$ cat src/rtl/riscv_pkg.sv
// Shared memory-op encodings and decode helpers for the decoder and the load/store unit.
package riscv_pkg;

    localparam logic [4:0] MEMOFF     = 5'd0;
    localparam logic [4:0] LBYTE      = 5'd1;
    localparam logic [4:0] LHALFWORD  = 5'd2;
    localparam logic [4:0] LWORD      = 5'd3;
    localparam logic [4:0] LBYTEU     = 5'd4;
    localparam logic [4:0] LHALFWORDU = 5'd5;
    localparam logic [4:0] SBYTE      = 5'd6;
    localparam logic [4:0] SHALFWORD  = 5'd7;
    localparam logic [4:0] SWORD      = 5'd8;

    typedef enum logic [1:0] {ST_IDLE, ST_REQ, ST_WAIT, ST_DONE} lsu_state_t;

    function automatic logic op_is_load(input logic [4:0] op);
        case (op)
            LBYTE, LHALFWORD, LWORD, LBYTEU, LHALFWORDU: return 1'b1;
            default:                                     return 1'b0;
        endcase
    endfunction

    function automatic logic op_is_store(input logic [4:0] op);
        case (op)
            SBYTE, SHALFWORD, SWORD: return 1'b1;
            default:                 return 1'b0;
        endcase
    endfunction

    function automatic logic op_misaligned(input logic [4:0] op, input logic [1:0] off);
        case (op)
            LHALFWORD, LHALFWORDU, SHALFWORD: return off[0];
            LWORD, SWORD:                     return (off != 2'b00);
            default:                          return 1'b0;
        endcase
    endfunction

endpackage

$ cat src/rtl/lsu_ctrl_if.sv
// Data-memory bus between the load/store unit (master) and memory (slave).
interface lsu_ctrl_if;
    logic        dbus_req;
    logic        dbus_we;
    logic [31:0] dbus_addr;
    logic [3:0]  dbus_be;
    logic [31:0] dbus_wdata;
    logic        dbus_gnt;
    logic        dbus_rvalid;
    logic [31:0] dbus_rdata;

    modport master (
        output dbus_req, dbus_we, dbus_addr, dbus_be, dbus_wdata,
        input  dbus_gnt, dbus_rvalid, dbus_rdata
    );

    modport slave (
        input  dbus_req, dbus_we, dbus_addr, dbus_be, dbus_wdata,
        output dbus_gnt, dbus_rvalid, dbus_rdata
    );
endinterface

$ cat src/rtl/lsu_align.sv
// Combinational lane steering: store byte enables/replication and load extraction/extension.
module lsu_align
    import riscv_pkg::*;
(
    input  logic [4:0]  st_op,
    input  logic [1:0]  st_off,
    input  logic [31:0] st_data,
    output logic [3:0]  st_be,
    output logic [31:0] st_lanes,
    input  logic [4:0]  ld_op,
    input  logic [1:0]  ld_off,
    input  logic [31:0] ld_word,
    output logic [31:0] ld_data
);

    logic [31:0] shifted_s;

    // Store side: enables follow the address lane, data is replicated on every lane.
    always_comb begin
        st_be    = 4'b0000;
        st_lanes = 32'h0000_0000;
        case (st_op)
            SBYTE: begin
                st_be    = 4'b0001 << st_off;
                st_lanes = {4{st_data[7:0]}};
            end
            SHALFWORD: begin
                st_be    = 4'b0011 << {st_off[1], 1'b0};
                st_lanes = {2{st_data[15:0]}};
            end
            SWORD: begin
                st_be    = 4'b1111;
                st_lanes = st_data;
            end
            default: begin
                st_be    = 4'b0000;
                st_lanes = 32'h0000_0000;
            end
        endcase
    end

    // Load side: bring the addressed lane down to bit 0, then extend.
    always_comb begin
        shifted_s = ld_word >> {ld_off, 3'b000};
        case (ld_op)
            LBYTE:      ld_data = {{24{shifted_s[7]}}, shifted_s[7:0]};
            LBYTEU:     ld_data = {24'h00_0000, shifted_s[7:0]};
            LHALFWORD:  ld_data = {{16{shifted_s[15]}}, shifted_s[15:0]};
            LHALFWORDU: ld_data = {16'h0000, shifted_s[15:0]};
            LWORD:      ld_data = ld_word;
            default:    ld_data = 32'h0000_0000;
        endcase
    end

endmodule

$ cat src/rtl/lsu_ctrl.sv
// Load/store sequencer: one request/grant/response bus transaction per memory op, with stall,
// misalignment rejection and bus timeout.
module lsu_ctrl
    import riscv_pkg::*;
#(
    parameter int DW      = 32,
    parameter int TIMEOUT = 255
) (
    input  logic          clk,
    input  logic          rst_n,
    input  logic [4:0]    mem_op,
    input  logic [31:0]   addr,
    input  logic [DW-1:0] wdata,
    output logic          stall,
    output logic [DW-1:0] rdata,
    output logic          rdata_valid,
    output logic          misalign,
    output logic          bus_err,
    lsu_ctrl_if.master    dbus
);

    localparam int            CW       = $clog2(TIMEOUT + 1);
    localparam logic [CW-1:0] CNT_LAST = CW'(TIMEOUT - 1);

    lsu_state_t    state_r;
    logic [4:0]    op_r;
    logic [1:0]    off_r;
    logic [CW-1:0] cnt_r;
    logic [31:0]   rdata_r;
    logic          rdata_valid_r;
    logic          req_r;
    logic          we_r;
    logic [31:0]   daddr_r;
    logic [3:0]    be_r;
    logic [31:0]   dwdata_r;

    logic          op_ok_s;
    logic          op_mis_s;
    logic          idle_s;
    logic          go_s;
    logic          busy_s;
    logic          timeout_s;
    logic [3:0]    st_be_s;
    logic [31:0]   st_lanes_s;
    logic [31:0]   ld_data_s;

    lsu_align u_align (
        .st_op    (mem_op),
        .st_off   (addr[1:0]),
        .st_data  (wdata),
        .st_be    (st_be_s),
        .st_lanes (st_lanes_s),
        .ld_op    (op_r),
        .ld_off   (off_r),
        .ld_word  (dbus.dbus_rdata),
        .ld_data  (ld_data_s)
    );

    // Decode of the incoming op; unknown codes fall out as neither load nor store.
    always_comb begin
        op_ok_s   = op_is_load(mem_op) || op_is_store(mem_op);
        op_mis_s  = op_ok_s && op_misaligned(mem_op, addr[1:0]);
        idle_s    = (state_r == ST_IDLE);
        go_s      = idle_s && op_ok_s && !op_mis_s;
        busy_s    = (state_r == ST_REQ) || (state_r == ST_WAIT);
        timeout_s = busy_s && (cnt_r == CNT_LAST);
    end

    // Stall and misalign are gated by reset so a held instruction cannot raise them in reset.
    assign stall            = rst_n && (go_s || busy_s);
    assign misalign         = rst_n && idle_s && op_mis_s;
    assign bus_err          = timeout_s;
    assign rdata            = rdata_r;
    assign rdata_valid      = rdata_valid_r;
    assign dbus.dbus_req    = req_r;
    assign dbus.dbus_we     = we_r;
    assign dbus.dbus_addr   = daddr_r;
    assign dbus.dbus_be     = be_r;
    assign dbus.dbus_wdata  = dwdata_r;

    // Transaction FSM with its registered bus, result and timeout state.
    always_ff @(posedge clk or negedge rst_n) begin
        if (!rst_n) begin
            state_r       <= ST_IDLE;
            op_r          <= MEMOFF;
            off_r         <= 2'b00;
            cnt_r         <= '0;
            rdata_r       <= 32'h0000_0000;
            rdata_valid_r <= 1'b0;
            req_r         <= 1'b0;
            we_r          <= 1'b0;
            daddr_r       <= 32'h0000_0000;
            be_r          <= 4'b0000;
            dwdata_r      <= 32'h0000_0000;
        end else begin
            rdata_valid_r <= 1'b0;
            case (state_r)
                ST_IDLE: begin
                    if (go_s) begin
                        op_r     <= mem_op;
                        off_r    <= addr[1:0];
                        cnt_r    <= '0;
                        req_r    <= 1'b1;
                        we_r     <= op_is_store(mem_op);
                        daddr_r  <= {addr[31:2], 2'b00};
                        be_r     <= st_be_s;
                        dwdata_r <= st_lanes_s;
                        state_r  <= ST_REQ;
                    end else begin
                        state_r  <= ST_IDLE;
                    end
                end
                ST_REQ: begin
                    if (timeout_s || dbus.dbus_gnt) begin
                        req_r    <= 1'b0;
                        we_r     <= 1'b0;
                        daddr_r  <= 32'h0000_0000;
                        be_r     <= 4'b0000;
                        dwdata_r <= 32'h0000_0000;
                    end else begin
                        req_r    <= 1'b1;
                    end
                    // Timeout wins over a grant arriving in the same cycle.
                    if (timeout_s) begin
                        rdata_r <= 32'h0000_0000;
                        state_r <= ST_DONE;
                    end else if (dbus.dbus_gnt) begin
                        cnt_r   <= cnt_r + CW'(1);
                        state_r <= op_is_store(op_r) ? ST_DONE : ST_WAIT;
                    end else begin
                        cnt_r   <= cnt_r + CW'(1);
                        state_r <= ST_REQ;
                    end
                end
                ST_WAIT: begin
                    if (timeout_s) begin
                        rdata_r <= 32'h0000_0000;
                        state_r <= ST_DONE;
                    end else if (dbus.dbus_rvalid) begin
                        rdata_r       <= ld_data_s;
                        rdata_valid_r <= 1'b1;
                        state_r       <= ST_DONE;
                    end else begin
                        cnt_r   <= cnt_r + CW'(1);
                        state_r <= ST_WAIT;
                    end
                end
                ST_DONE: begin
                    state_r <= ST_IDLE;
                end
                default: begin
                    state_r <= ST_IDLE;
                end
            endcase
        end
    end

endmodule

$ cat src/flat_wrapper.sv
// flat-port wrapper written by rule: the top's interface ports become plain ports
module lsu_ctrl_flat import riscv_pkg::*;
#(
    parameter int DW      = 32,
    parameter int TIMEOUT = 255
)
  (clk, rst_n, mem_op, addr, wdata, stall, rdata, rdata_valid, misalign, bus_err, dbus_dbus_req, dbus_dbus_we, dbus_dbus_addr, dbus_dbus_be, dbus_dbus_wdata, dbus_dbus_gnt, dbus_dbus_rvalid, dbus_dbus_rdata);
  lsu_ctrl_if dbus_i ();
  input  logic clk;
  input  logic rst_n;
  input  logic [4:0] mem_op;
  input  logic [31:0] addr;
  input  logic [DW-1:0] wdata;
  output logic stall;
  output logic [DW-1:0] rdata;
  output logic rdata_valid;
  output logic misalign;
  output logic bus_err;
  output wire logic [$bits(dbus_i.dbus_req)-1:0] dbus_dbus_req;
  output wire logic [$bits(dbus_i.dbus_we)-1:0] dbus_dbus_we;
  output wire logic [$bits(dbus_i.dbus_addr)-1:0] dbus_dbus_addr;
  output wire logic [$bits(dbus_i.dbus_be)-1:0] dbus_dbus_be;
  output wire logic [$bits(dbus_i.dbus_wdata)-1:0] dbus_dbus_wdata;
  input wire logic [$bits(dbus_i.dbus_gnt)-1:0] dbus_dbus_gnt;
  input wire logic [$bits(dbus_i.dbus_rvalid)-1:0] dbus_dbus_rvalid;
  input wire logic [$bits(dbus_i.dbus_rdata)-1:0] dbus_dbus_rdata;
  assign dbus_dbus_req = dbus_i.dbus_req;
  assign dbus_dbus_we = dbus_i.dbus_we;
  assign dbus_dbus_addr = dbus_i.dbus_addr;
  assign dbus_dbus_be = dbus_i.dbus_be;
  assign dbus_dbus_wdata = dbus_i.dbus_wdata;
  assign dbus_i.dbus_gnt = dbus_dbus_gnt;
  assign dbus_i.dbus_rvalid = dbus_dbus_rvalid;
  assign dbus_i.dbus_rdata = dbus_dbus_rdata;
  lsu_ctrl #(.DW(DW), .TIMEOUT(TIMEOUT)) u_core (.clk(clk), .rst_n(rst_n), .mem_op(mem_op), .addr(addr), .wdata(wdata), .stall(stall), .rdata(rdata), .rdata_valid(rdata_valid), .misalign(misalign), .bus_err(bus_err), .dbus(dbus_i));
endmodule
$ cat config.mk
export PLATFORM = sky130hd
export DESIGN_NAME = lsu_ctrl_flat
export DESIGN_NICKNAME = d
export VERILOG_FILES = /design/src/rtl/riscv_pkg.sv /design/src/rtl/lsu_ctrl_if.sv /design/src/rtl/lsu_align.sv /design/src/rtl/lsu_ctrl.sv /design/src/flat_wrapper.sv
export SDC_FILE = /design/constraint.sdc
export NUM_CORES = 1
export LEC_CHECK = 0
export CAP_MARGIN = 20
export CORE_ASPECT_RATIO = 0.9
export CORE_MARGIN = 2
export CORE_UTILIZATION = 45
export CTS_CLUSTER_SIZE = 10
export DETAILED_ROUTE_END_ITERATION = 8
export PLACE_DENSITY = 0.8
export SETUP_SLACK_MARGIN = 0.5
export SYNTH_ARGS = -nofsm -noshare
export SYNTH_HDL_FRONTEND = slang
export SYNTH_SLANG_ARGS = --single-unit
$ cat constraint.sdc
create_clock -name clk -period 4.55 [get_ports clk]
set_input_delay 1.365 -clock clk [delete_from_list [all_inputs] [get_ports clk]]
set_output_delay 1.365 -clock clk [all_outputs]
set_load 0.01 [all_outputs]
# Word level (Yosys, flattened, before mapping)
# Cells that the tools add are included.
classes:
  n_addsub: 1
  n_eq_ne: 27
  shift: 3
  muxes: 43
  reduce_logical: 27
ops:
  columns: ["cell", "n"]
  rows:
  - ["$mux 32", 6]
  - ["$pmux 32 s2", 3]
  - ["$pmux 32 s5", 1]
  - ["$pmux 32 s3", 1]
  - ["$eq 5x3->1 const B", 8]
  - ["$mux 8", 4]
  - ["$shr 32x5->16", 1]
  - ["$pmux 8 s3", 1]
  - ["$eq 5x2->1 const B", 4]
  - ["$mux 1", 16]
  - ["$pmux 4 s3", 1]
  - ["$eq 5x1->1 const B", 2]
  - ["$eq 5x4->1 const B", 2]
  - ["$ne 2x2->1 const B", 5]
  - ["$reduce_or 3->1", 3]
  - ["$add 8x1->8 const B", 1]
  - ["$eq 8x8->1 const B", 1]
  - ["$mux 4", 2]
  - ["$pmux 2 s4", 1]
  - ["$pmux 4 s2", 1]
  - ["$logic_and 1x1->1", 7]
  - ["$mux 2", 3]
  - ["$pmux 1 s2", 3]
  - ["$reduce_and 3->1", 2]
  - ["15 further kinds", 22]
totals:
  regBits: 120
  word_cells: 112

# Logic depth before layout (Yosys ltp)
depth:
  ltp_word: 10
  ltp_mapped: 9

# Hierarchy
# From an unflattened synthesis, not the netlist that was laid out.
hier_totals:
  cells_unflattened: 717
  hier_area_um2: 6642.6
by_module_without_submodules:
  columns: ["module", "instances", "cells_per_inst", "area_each_um2", "seq_area_each_um2"]
  rows:
  - ["lsu_ctrl", 1, 548, 5102.4, 2952.8]
  - ["lsu_align", 1, 169, 1540.2, 0.0]

# Worst setup path after synthesis
# No wires, ideal clock.
synth_timing:
  path_type: "input-to-output"
  startpoint: "input mem_op[0]"
  endpoint: "output stall"
  arrival_time_ns: 2.993
  t_required_ns: 3.185
  path_slack_ns: 0.192
  cell_stages: 6
  n_path_buf: 2
  path_cell_list: "buf_2 or3b_4 a2111oi_4 nor3_2 clkbuf_1 o21a_1"
synth_via:
  elab_chain_cells: 9
  word_cells_on_any_way: 22
  classes_between: "8 x eq/ne; 3 x mux; 11 x reduce/logical"
synth_lines:
  columns: ["item", "line", "source"]
  rows:
  - ["from (decl)", "flat_wrapper.sv:11", "input logic [4:0] mem_op;"]
  - ["$eq 5x1->1, or another cell as far along", "riscv_pkg.sv:17", "case (op)"]
  - ["$reduce_or 5->1 / $reduce_or 3->1 (equally long branches)", "riscv_pkg.sv:17, riscv_pkg.sv:24", null]
  - ["$mux 1 (on tied branches)", "riscv_pkg.sv:17, riscv_pkg.sv:24", null]
  - ["$logic_or 1x1->1", "lsu_ctrl.sv:61", "op_ok_s = op_is_load(mem_op) || op_is_store(mem_op);"]
  - ["$logic_and 1x1->1", "lsu_ctrl.sv:62", "op_mis_s = op_ok_s && op_misaligned(mem_op, addr[1:0]);"]
  - ["$logic_not 1->1", "lsu_ctrl.sv:64", "go_s = idle_s && op_ok_s && !op_mis_s;"]
  - ["$logic_and 1x1->1 *", "lsu_ctrl.sv:64", null]
  - ["$logic_or 1x1->1 *", "lsu_ctrl.sv:70", "assign stall = rst_n && (go_s || busy_s);"]
  - ["$logic_and 1x1->1 *", "lsu_ctrl.sv:70", null]
  - ["to (decl)", "flat_wrapper.sv:14", "output logic stall;"]
# Every way passes the cells marked *; elsewhere a longest branch is shown, timed or not.

# Worst setup path after layout
layout_timing:
  startpoint: "input mem_op[1]"
  endpoint: "output stall"
# The elaborated chain is that of the path after synthesis.

==> reports/summary.txt <==
CTS tree -> yes
Total Power -> 4.61 mW
Synth warnings -> 0
Final worst-path cycle share -> 90.3%
Num CTS Buffers -> 17
Reg power frac -> 31.9%
Clock slew at reported path FFs -> 0.05 ns
Final GP Congestion -> 0.842
Mapped Area -> 0.00588 mm^2
Grt ovf -> 0
Area grow syn2layout -> 50.0%
Hold Startpoint -> u_core.dbus.dbus_be[3]$_DFFE_PN0P_
Proportion of layout cells with a drive suffix above 1 -> 12.8%
Cell area after layout -> 0.00882 mm^2
First-pass GRT wire length -> 28.4 mm
Number of flops mapped to enable cells by yosys -> 0
Wire per inst -> 19.3 um
Full die area -> 0.0140 mm^2
Max-slew headroom -> 35.2%
WP data required -> 3.18 ns
Reg2reg start -> u_core.off_r[1]$_DFFE_PN0P_
DRT iter0 DRCs -> 442
Cell Rows -> 39
CP most frequent cell -> buf_6
Max-cap violations -> 0
Post-synth top area share -> 50.2%
IO Port Bufs -> 208
Max clock buf depth -> 2
Leak -> 3.83 nW
Clock power frac -> 30.1%
Slowest stage cell on the critical path -> or4_2
Final Slew Violations -> 0
F_max -> 243 MHz
RSZ-0062 raised after global routing -> true
Placement Cell Area -> 0.00818 mm^2
Internal power -> 3.03 mW
Routed WL -> 17.8 mm
Yosys top cell by area -> dfrtp_1
Final Hold Viols -> 0
DRC -> 0
Top delay family on crit path -> simple AND/OR/NAND/NOR gates
Synth top area cells -> dfrtp_1 (50%), a22o_1 (10%), o2bb2ai_1 (3.3%)
GRT Total Usage -> 25.4%
Die width -> 125 um
Via density -> 5.82
Vias in the first global route -> 5396
Antenna viol nets, final -> 0
Clock Latency Late Sink -> 0.41 ns
Worst VDD drop -> 0.341 mV
Yosys cell types -> 57
CP startpoint -> mem_op[1]
Fin crit period -> 4.11 ns
Post-Synthesis Cells -> 536
# H-tree levels -> 4
Kind of critical path -> in -> out
Clk sinks -> 118
Clock root buffer -> clkbuf_16
IO Count -> 211
Initial antenna violation count -> 0
Core Footprint -> 0.0127 mm^2
Tightest Pin Transition -> 0.972 ns
Worst-path cell chain -> buf_6 -> buf_6 -> or4_2 -> nand4b_1 -> nor3_2 -> o21a_1 -> buf_2
Seq/Total Area, Yosys -> 50.2%
Crit path DAT -> 2.74 ns
Final net count -> 859
Initial DRT Pass Iterations -> 5
Ys async rst share -> 100%
Initial core utilization -> 46.2%
Synthesized flop and latch total -> 118
Worst path bufs/invs -> 3
Clock Skew -> 0.00737 ns
Sw frac -> 34.3%
Crit path launch type -> primary input
Die H -> 112 um
Status -> complete, no violations
Crit-path max FO -> 4
Main synth FF type -> dfrtp_1
Ant. Diodes -> 0
DP HPWL -> 12.6 mm
Pwr/cell area -> 523 mW/mm^2
Tightest Hold Check Type -> reg -> reg
Via Count -> 5377
Setup Viol. Count Final -> 0
Setup crit end kind -> output pin
Syn Area/Cell -> 11.0 um^2
Largest net degree at the start of global routing -> 68
Worst path max stage delay -> 0.63 ns
Switching power -> 1.58 mW
Combinational Power Share -> 38.0%
[placed cells by master, fill, tap and decap left out, drive strengths merged, types with 4 or more instances in the layout]
master | Yosys | final
nand4 | 4 | 4
and3 | 10 | 10
nand2 | 45 | 45
nor2b | 12 | 12
a32o | 11 | 11
a211o | 7 | 7
nand3b | 5 | 5
clkdlybuf4s50 | 0 | 201
a22o | 70 | 70
ha | 7 | 7
inv | 9 | 11
mux2 | 16 | 16
a22oi | 18 | 18
nand3 | 14 | 14
o2bb2ai | 23 | 23
buf | 14 | 36
a221o | 7 | 7
and2 | 9 | 9
o31ai | 4 | 4
mux2i | 9 | 9
bufinv | 0 | 4
clkbuf | 32 | 20
nor2 | 23 | 23
o21ai | 31 | 31
clkinv | 0 | 4
dfrtp | 118 | 118
[cell usage after synthesis (2+ instances only)]
cell       instances
clkbuf_1          32
nand3_1           14
mux2_2            15
a211oi_1           2
nand3b_1           5
nor2b_1           12
buf_2              6
nor2_1            23
a22oi_1           18
and2_1             9
a32o_1            11
nand2b_1           3
o2bb2ai_1         22
o21ai_0           30
inv_1              9
nand4_1            4
buf_4              5
dfrtp_1          118
o31ai_1            3
buf_6              2
o221ai_1           2
a21o_1             3
a22o_1            70
a211o_1            7
o21a_1             2
and3_1            10
ha_1               7
or3_1              3
a2111oi_4          2
and4b_1            2
mux2i_1            9
nand2_1           45
a221o_1            7
[worst paths after layout]
kind	end	slack, ns	cells after the start
max in group asynchronous	u_core.rdata[20]$_DFFE_PN0P_	2.14	3
min in group asynchronous	u_core.cnt_r[4]$_DFFE_PN0P_	0.80	1
worst max register to register	u_core.rdata[10]$_DFFE_PN0P_	1.88	5
worst max-delay path	stall	0.44	7
worst min-delay path	u_core.dbus.dbus_be[3]$_DFFE_PN0P_	0.49	1
worst min register to register	u_core.dbus.dbus_be[3]$_DFFE_PN0P_	0.49	1
[power by group through the flow]
stage	sequential [mW]	clock, mW	combinational, mW
4_1_cts	1.47	1.40	1.74
3_5_place_dp	1.48	0	1.73
3_3_place_gp	1.47	0	1.68
2_1_floorplan	1.45	0	1.05
6_report	1.47	1.39	1.75
5_1_grt	1.50	1.45	1.90
[worst register-to-register path: stages (launching register included)]
cell,delay (ns)
dfrtp_1,0.98
mux2i_1,0.22
mux2_2,0.33
or4b_2,0.79
nand3_1,0.15
a22o_1,0.14
[registers in the layout (all words and copies together) (netlist names), named ones only]
name                    flops
u_core.dbus.dbus_be         4
u_core.off_r                2
u_core.state_r              1
u_core.cnt_r                8
u_core.dbus.dbus_wdata     32
u_core.op_r                 5
u_core.dbus.dbus_we         1
u_core.rdata               32
u_core.dbus.dbus_req        1
u_core.dbus.dbus_addr      30
u_core.rdata_valid          1
[routing by layer]
metal  routed length, um  GRT usage [%]  vias to the layer above
met3                1020           6.20                       44
met4                 523           10.6                        0
li1                    -              -                     2454
met5                   0              0                        -
met1                7360           31.4                     2672
met2                8930           43.0                      207
[what timing repair did]
action | CTS | global route
endpoints found under the setup margin | 3 | 3
pin swaps | 4 | 4
buffers inserted | 4 | 0
hold buffers | 0 | 0
cloned | 0 | 0
gates resized for setup | 29 | 2
[per-stage QoR]
step	hold WS, ns	setup TNS [ns]	instances	utilization, %	worst slack, ns
after floorplan	0.481	0	537	-	0.286
after global placement	0.462	-0.640	887	64.2	-0.359
after detailed placement	0.472	-0.617	887	64.2	-0.327
after CTS	0.490	0	923	69.2	0.383
after global routing	0.512	0	924	69.3	0.402
final	0.490	0	924	69.3	0.441
[area by class of cell]
cell class | instances | area [um^2]
inverters | 9 | 33.8
fillers | 941 | 3910
flip-flops and latches | 118 | 2950
clock buffers | 20 | 437
clock inverters | 12 | 176
multi-input cells | 364 | 2720
repair buffers | 237 | 2300
well taps | 164 | 205
[kinds of logic (layout without fill, tap and decap cells)]
logic type | count (synthesis) | in the layout | synth area share (%)
compound gates | 188 | 188 | 26.5
simple gates | 142 | 142 | 12.9
flops | 118 | 118 | 50.2
buf+inv | 55 | 278 | 4.21
mux | 25 | 25 | 4.66
fa+ha+maj | 7 | 7 | 1.49
other cells | 1 | 2 | 0.0637
Note: power is estimated with default switching activity, not from simulation.
